File: src/rtl/mano_timing_control.sv
// Mano basic-computer sequencer: S flip-flop, sequence counter SC, one-hot T, opcode decode, phase strobes.
// Latency: start edge -> T0 in 1 cycle; ir sampled at the T2 edge -> d/i_bit valid from T3. No backpressure.
module mano_timing_control #(
   parameter int SC_WIDTH = 4,
   parameter int IR_WIDTH = 16
) (
   input  logic                     clk,
   input  logic                     rst,
   input  logic                     start,
   input  logic                     halt,
   input  logic                     sc_clr,
   input  logic [IR_WIDTH-1:0]      ir,
   output logic [(2**SC_WIDTH)-1:0] t,
   output logic [7:0]               d,
   output logic                     i_bit,
   output logic                     running,
   output logic                     ind_cyc,
   output logic                     rr_exec,
   output logic                     io_exec,
   output logic                     sc_ovf
);

   localparam int T_WIDTH = 2**SC_WIDTH;
   localparam logic [T_WIDTH-1:0]  T_ONE  = {{(T_WIDTH-1){1'b0}}, 1'b1};
   localparam logic [SC_WIDTH-1:0] SC_ONE = {{(SC_WIDTH-1){1'b0}}, 1'b1};
   localparam logic [SC_WIDTH-1:0] SC_MAX = '1;

   typedef enum logic {
      ST_STOP = 1'b0,
      ST_RUN  = 1'b1
   } state_t;

   state_t              state_q;
   state_t              state_nxt;
   logic [SC_WIDTH-1:0] sc_q;
   logic [SC_WIDTH-1:0] sc_nxt;
   logic                sc_ovf_q;
   logic                sc_ovf_nxt;
   logic [7:0]          d_q;
   logic                i_bit_q;
   logic [2:0]          opcode;
   logic                op_capture;
   logic                ir_unused;

   assign opcode    = ir[IR_WIDTH-2 -: 3];
   assign ir_unused = ^ir[IR_WIDTH-5:0];

   // Next-state: halt outranks sc_clr, which outranks the normal increment.
   always_comb begin
      state_nxt  = state_q;
      sc_nxt     = sc_q;
      sc_ovf_nxt = sc_ovf_q;
      case (state_q)
         ST_STOP: begin
            sc_nxt = '0;
            if (start) begin
               state_nxt = ST_RUN;
            end
         end
         ST_RUN: begin
            if (halt) begin
               state_nxt = ST_STOP;
               sc_nxt    = '0;
            end else if (sc_clr) begin
               sc_nxt = '0;
            end else begin
               sc_nxt = sc_q + SC_ONE;
               if (sc_q == SC_MAX) begin
                  sc_ovf_nxt = 1'b1;
               end
            end
         end
         default: begin
            state_nxt = ST_STOP;
            sc_nxt    = '0;
         end
      endcase
   end

   always_ff @(posedge clk) begin
      if (rst) begin
         state_q  <= ST_STOP;
         sc_q     <= '0;
         sc_ovf_q <= 1'b0;
         d_q      <= '0;
         i_bit_q  <= 1'b0;
      end else begin
         state_q  <= state_nxt;
         sc_q     <= sc_nxt;
         sc_ovf_q <= sc_ovf_nxt;
         // Capture happens at the end of T2 regardless of halt/sc_clr on that edge.
         if (op_capture) begin
            d_q     <= 8'd1 << opcode;
            i_bit_q <= ir[IR_WIDTH-1];
         end
      end
   end

   assign running = (state_q == ST_RUN);

   always_comb begin
      t = '0;
      if (running) begin
         t = T_ONE << sc_q;
      end
   end

   assign op_capture = t[2];

   assign d       = d_q;
   assign i_bit   = i_bit_q;
   assign sc_ovf  = sc_ovf_q;

   // t[3] is already zero while stopped, so the strobes need no extra gating.
   assign ind_cyc = t[3] & ~d_q[7] &  i_bit_q;
   assign rr_exec = t[3] &  d_q[7] & ~i_bit_q;
   assign io_exec = t[3] &  d_q[7] &  i_bit_q;

endmodule
File: config.mk
export PLATFORM = sky130hd
export DESIGN_NAME = mano_timing_control
export DESIGN_NICKNAME = d
export VERILOG_FILES = /design/src/rtl/mano_timing_control.sv
export SDC_FILE = /design/constraint.sdc
export NUM_CORES = 1
export LEC_CHECK = 0
export CAP_MARGIN = 15
export CORE_UTILIZATION = 38
export DETAILED_ROUTE_END_ITERATION = 10
export MAX_ROUTING_LAYER = met4
export PLACE_DENSITY = 0.84
export SYNTH_ARGS = -nofsm -noshare
export SYNTH_HDL_FRONTEND = slang
export SYNTH_SLANG_ARGS = --single-unit
export TNS_END_PERCENT = 5
File: constraint.sdc
create_clock -name clk -period 2.6 [get_ports clk]
set_input_delay 0.52 -clock clk [delete_from_list [all_inputs] [get_ports clk]]
set_output_delay 0.52 -clock clk [all_outputs]
set_load 0.02 [all_outputs]
* Word level (Yosys, flattened, before mapping)
Index checks and enable logic that the tools add are counted.
** Operators by class
- Muxes and demuxes :: 7
- Reduce and logical (&&, ||, !) cells :: 1
- Equal/unequal tests :: 1
- Bitwise gates (word level) :: 10
- Shifts and indexed selects :: 2
- $add $sub $neg :: 1
** Operator list (count)
- 16-bit two-way mux :: 1
- 1-bit by 4-bit left shift with 16-bit output (first input constant) :: 1
- 4-bit two-way mux :: 2
- 4-bit one-hot mux with 2 select lines :: 1
- 1-bit by 3-bit left shift with 8-bit output (first input constant) :: 1
- 1-bit bitwise AND :: 5
- 1-bit NOT :: 5
- 4-bit by 1-bit adder with 4-bit output (second input constant) :: 1
- 4-bit == test (second input constant) :: 1
- 4-bit AND reduction :: 1
- 1-bit two-way mux :: 2
- 1-bit one-hot mux with 2 select lines :: 1
** Storage, ports and cells
- Word-level logic and storage cells :: 27
- Bits in registers :: 15
- Output and inout port bits :: 30

* Longest topological paths before layout
Gate-level depths: netlist of run 1.
- Word-level depth :: 4
- Mapped depth :: 7
- Gate-level depth less buffers :: 6

* Least setup slack after synthesis of run 1
OpenSTA, ideal clock, no wires.
- Path kind :: register to output
- Start point :: reg sc_q[0]
- End point :: out ind_cyc
- Data arrival time :: 1392 ps
- Setup slack :: 688 ps
- Cell stages (with the launch flop) :: 6
- Data required time :: 2080 ps
- Path buffers :: 0
- Path through :: dfxtp_1 -> ha_1 -> ha_1 -> and3b_1 -> nand2_1 -> nor2_1
** On the way
- Word-level cells in the longest chain between the ends :: 4
** Ends and longest elaborated chain
- start: declaration :: RTL line 35 : logic [SC_WIDTH-1:0] sc_q;
- start signal: assignment :: RTL line 89 : sc_q <= sc_nxt;
- 1-bit by 4-bit left shift with 16-bit output :: RTL line 104 : t = T_ONE << sc_q;
- 16-bit two-way mux :: RTL line 103 : if (running) begin
- named net t[3] :: RTL line 13 : output logic [(2**SC_WIDTH)-1:0] t,
- 1-bit bitwise AND (2 in series) :: RTL line 115 : assign ind_cyc = t[3] & ~d_q[7] & i_bit_q;
- end: declaration :: RTL line 17 : output logic ind_cyc,
The timed path passes the listed nets, and every way through them passes these cells.

* Final worst setup path of run 1
- Start point :: reg sc_q[0]
- End point :: out t[3]
** On the way
- Word-level cells in the longest chain between the ends :: 2
** Ends and longest elaborated chain (RTL line)
- 1-bit by 4-bit left shift with 16-bit output :: 104
- 16-bit two-way mux :: 103
- end: declaration :: 13
No other way between the ends.

==> results by group, run 1 <==
Global route
  – GRT busiest layer: met2
  – Largest net degree at the start of global routing: 13
  – Vias in the first global route: just under 600
  – Global-route usage over all layers: between 10% and 20%
  – Initial antenna violation count: 0
  – GR Util met2: 27.9%
  – Gr ovfl total: 0
  – Met1 Usage GRT: between 10% and 20%
  – First-pass GRT wire length: ~2600 um
  – Met3 GRT Util: 6.79%

STA
  – Slew @ Worst Pin: 0.406 ns
  – Period Utilization, post-route: between 90 and 100%
  – Final Max Tran Viols: 0
  – Fin. Hold Viols: 0
  – Clock Skews: approximately 0.0042 ns
  – RSZ-0062 raised after global routing: false
  – Hold Slack: around 0.45 ns
  – Final worst-path setup slack: between 0.15 and 0.2 ns
  – Rel. slew slack: between 70% and 80%
  – Post-layout min period: 2.43 ns
  – Final setup vio count: 0
  – Setup_tns: 0 ns
  – Fmax: between 400 and 500 MHz

Pwr
  – LEAKAGE: 0.477 nW
  – Maximum VDD drop: roughly 0.00034 V
  – Pwr Density: around 320 nW/um^2
  – Final Total Pwr: ~400 uW

Floorplanning
  – Die Y-Extent: around 48 um
  – Die area: 2270 sq um
  – Initial Util: between 40% and 50%
  – DIE WIDTH: between 40 and 50 um
  – IO Count: slightly above 50
  – Core area: between 1500 and 2000 sq um
  – Cell row count: 16

Yosys
  – Netlist cell types: 24
  – EDFF count, synth: 0
  – Post-Syn Nets: roughly 120
  – Synth Area in Simple Gates: 37.7%
  – XOR/XNOR share of the synthesized area: between 1 and 1.5%
  – Syn. warnings: 0
  – Syn_area_per_cell: 8.15 sq um
  – Compound-cell area share of the yosys netlist: under 10%
  – Top-count cell post-synth: nor2_1
  – Sequential area share after synthesis: a little under two fifths
  – Synth top cells by count: nor2_1 (17), nand2_1 (16), dfxtp_1 (15)
  – Largest cells by area after synthesis: dfxtp_1 (38%), ha_1 (9.5%), nor2_1 (8.1%)
  – Cell taking the most area after synthesis: dfxtp_1
  – Largest family of logic cells by synthesized area: simple AND/OR/NAND/NOR gates
  – Synthesized flop and latch total: 15
  – Share of the synthesized area in the top cell type: 38.0%
  – Syn Std Cell Area: roughly 800 sq um
  – Commonest register cell after synthesis: dfxtp_1
  – Mux cell area share after synthesis: 1.27%
  – Ys async rst share: 0%
  – Syn Inst Count: between 90 and 100
  – Adder-Cell Fraction of Synth Area: 9.49%

Placement
  – IO buf count: 38
  – Post-DP HPWL: 1410 um
  – Global placement routability congestion: ~0.77
  – Placed Cells: roughly 160
  – Placed Instance Area: ~1200 sq um
  – Pre-CTS setup slack: roughly 0.29 ns

Clocking
  – H-Tree Depth: 1
  – Skew-Pair Late Insertion Delay: around 0.27 ns
  – Clock Path Buffers: 2
  – CTS tree: yes
  – CTS root buf: clkbuf_4
  – Clock transition at the registers of the reported paths: 0.08 ns
  – Post-CTS Hold Fix Bufs: 0
  – Clock sinks: 15
  – CTS Buf Count: 3

Layout
  – Fillcell total: a little under 200
  – Fin nets: 163
  – Fraction of layout cells with a size suffix above 1: 2.96%
  – # diodes: 0
  – Area Overhead vs Synth: 53.2%
  – Post-route cell area: 1210 sq um
  – Final core utilization: 61.7%
  – Finished Layout Cells: between 150 and 200

Setup path
  – CP endpoint kind: output port
  – Crit path top cell by count: ha_1
  – Largest stage delay, worst path: roughly 0.61 ns
  – Data required time of the worst path: around 2.1 ns
  – CP Max Fanout: 5
  – Critical path startpoint category: flop
  – Worst-path cell chain: ha_1, ha_1, and3b_1, clkdlybuf4s50_1
  – Slowest-stage cell, CP: clkdlybuf4s50_1
  – Critical path arrival: ~1.9 ns
  – Kind of critical path: flop to output port

Job
  – Max Cap Viol: 0

Worst hold path
  – HP Class: flop to flop

Route
  – DR vias: around 780
  – DRC: 0
  – Routed wire per std cell: around 11 um
  – ANT nets after route: 0
  – Via density: between 4 and 5
  – First-pass DRT Iterations: 3
  – Number of DRC markers in iteration 0: 13
  – WL final: 1750 um

Run status
  – Outcome: finished clean
==> worst max-delay path, delay by kind of cell (launching register included) <==
kind,cells,cell delay [ns]
adder cells (fa/ha/maj),2,0.42
buffers and inverters,1,0.61
AND/OR/NAND/NOR,1,0.21
flip-flops,1,0.40
==> cell usage in the layout (no fill, tap or decap) <==
cell type,n
and3b_1,3
a41oi_1,1
nand2b_1,1
or2b_1,1
or4b_1,2
dfxtp_1,15
nand3b_1,1
nand3_1,2
clkbuf_4,3
clkdlybuf4s50_1,34
nand2_1,16
ha_1,6
clkinv_1,1
xor2_1,1
inv_1,5
nand4_1,1
dlymetal6s2s_1,2
and3_1,3
nor2_1,17
dlygate4sd2_1,2
mux2i_1,1
nor3b_1,1
a21oi_1,9
nand4b_1,3
nor3_1,2
clkbuf_1,1
nand4bb_4,1
==> report_power, final <==
group / switching (mW) / leakage, nW / total, mW / internal, mW
clock: 0.0643 / 0.0150 / 0.124 / 0.0594
combinational: 0.0156 / 0.341 / 0.0342 / 0.0186
sequential: 0.00364 / 0.121 / 0.235 / 0.231
==> final timing paths <==
| check | startpoint | to | slack (ns) | cells past startpoint |
|---|---|---|---|---|
| worst max-delay path | sc_q[0]$_SDFF_PP0_ | t[3] | 0.17 | 4 |
| worst min-delay path | d[4]$_SDFFE_PP0P_ | d[4]$_SDFFE_PP0P_ | 0.45 | 2 |
| worst max register to register | sc_q[0]$_SDFF_PP0_ | d[4]$_SDFFE_PP0P_ | 0.93 | 5 |
| worst min register to register | d[4]$_SDFFE_PP0P_ | d[4]$_SDFFE_PP0P_ | 0.45 | 2 |
==> cells by family after synthesis <==
family / after synthesis
buf+inv: 10
compound gates: 10
simple gates: 54
flops: 15
mux: 1
fa+ha+maj: 6
xor+xnor: 1
==> layer usage <==
metal  up-vias  share of wire, %
li1        403                 -
met1       352                43
met2        18                51
met3         2               4.7
met4         0              0.57
met5         -                 0
==> what timing repair did <==
| item | CTS | global route |
|---|---|---|
| resized for setup | 2 | 2 |
| setup endpoints to repair | 2 | 2 |
| setup buffers | 0 | 0 |
==> layout make-up <==
| class | count | area, sq um | share of cell area [%] |
|---|---|---|---|
| multi-input combinational | 72 | 445 | 36.8 |
| tap | 27 | 33.8 | 2.79 |
| sequential | 15 | 300 | 24.8 |
| inverter | 6 | 22.5 | 1.86 |
| timing repair buffer | 38 | 383 | 31.6 |
| clock buffer | 4 | 26.3 | 2.17 |
==> flip-flops by register name, summed over array words and instances (netlist names) <==
register	count
d	8
i_bit	1
sc_q	4
sc_ovf	1
running	1
Power figures use the tool's default switching activity.
==> inputs of run 2 (changes only) <==
--- a/config.mk
+++ b/config.mk
@@ -10,6 +10,7 @@
 export DETAILED_ROUTE_END_ITERATION = 10
 export MAX_ROUTING_LAYER = met4
 export PLACE_DENSITY = 0.84
+export SLEW_MARGIN = 20
 export SYNTH_ARGS = -nofsm -noshare
 export SYNTH_HDL_FRONTEND = slang
 export SYNTH_SLANG_ARGS = --single-unit
==> results of run 2 <==
Final layout, timing and power as in run 1 (identical DEF).
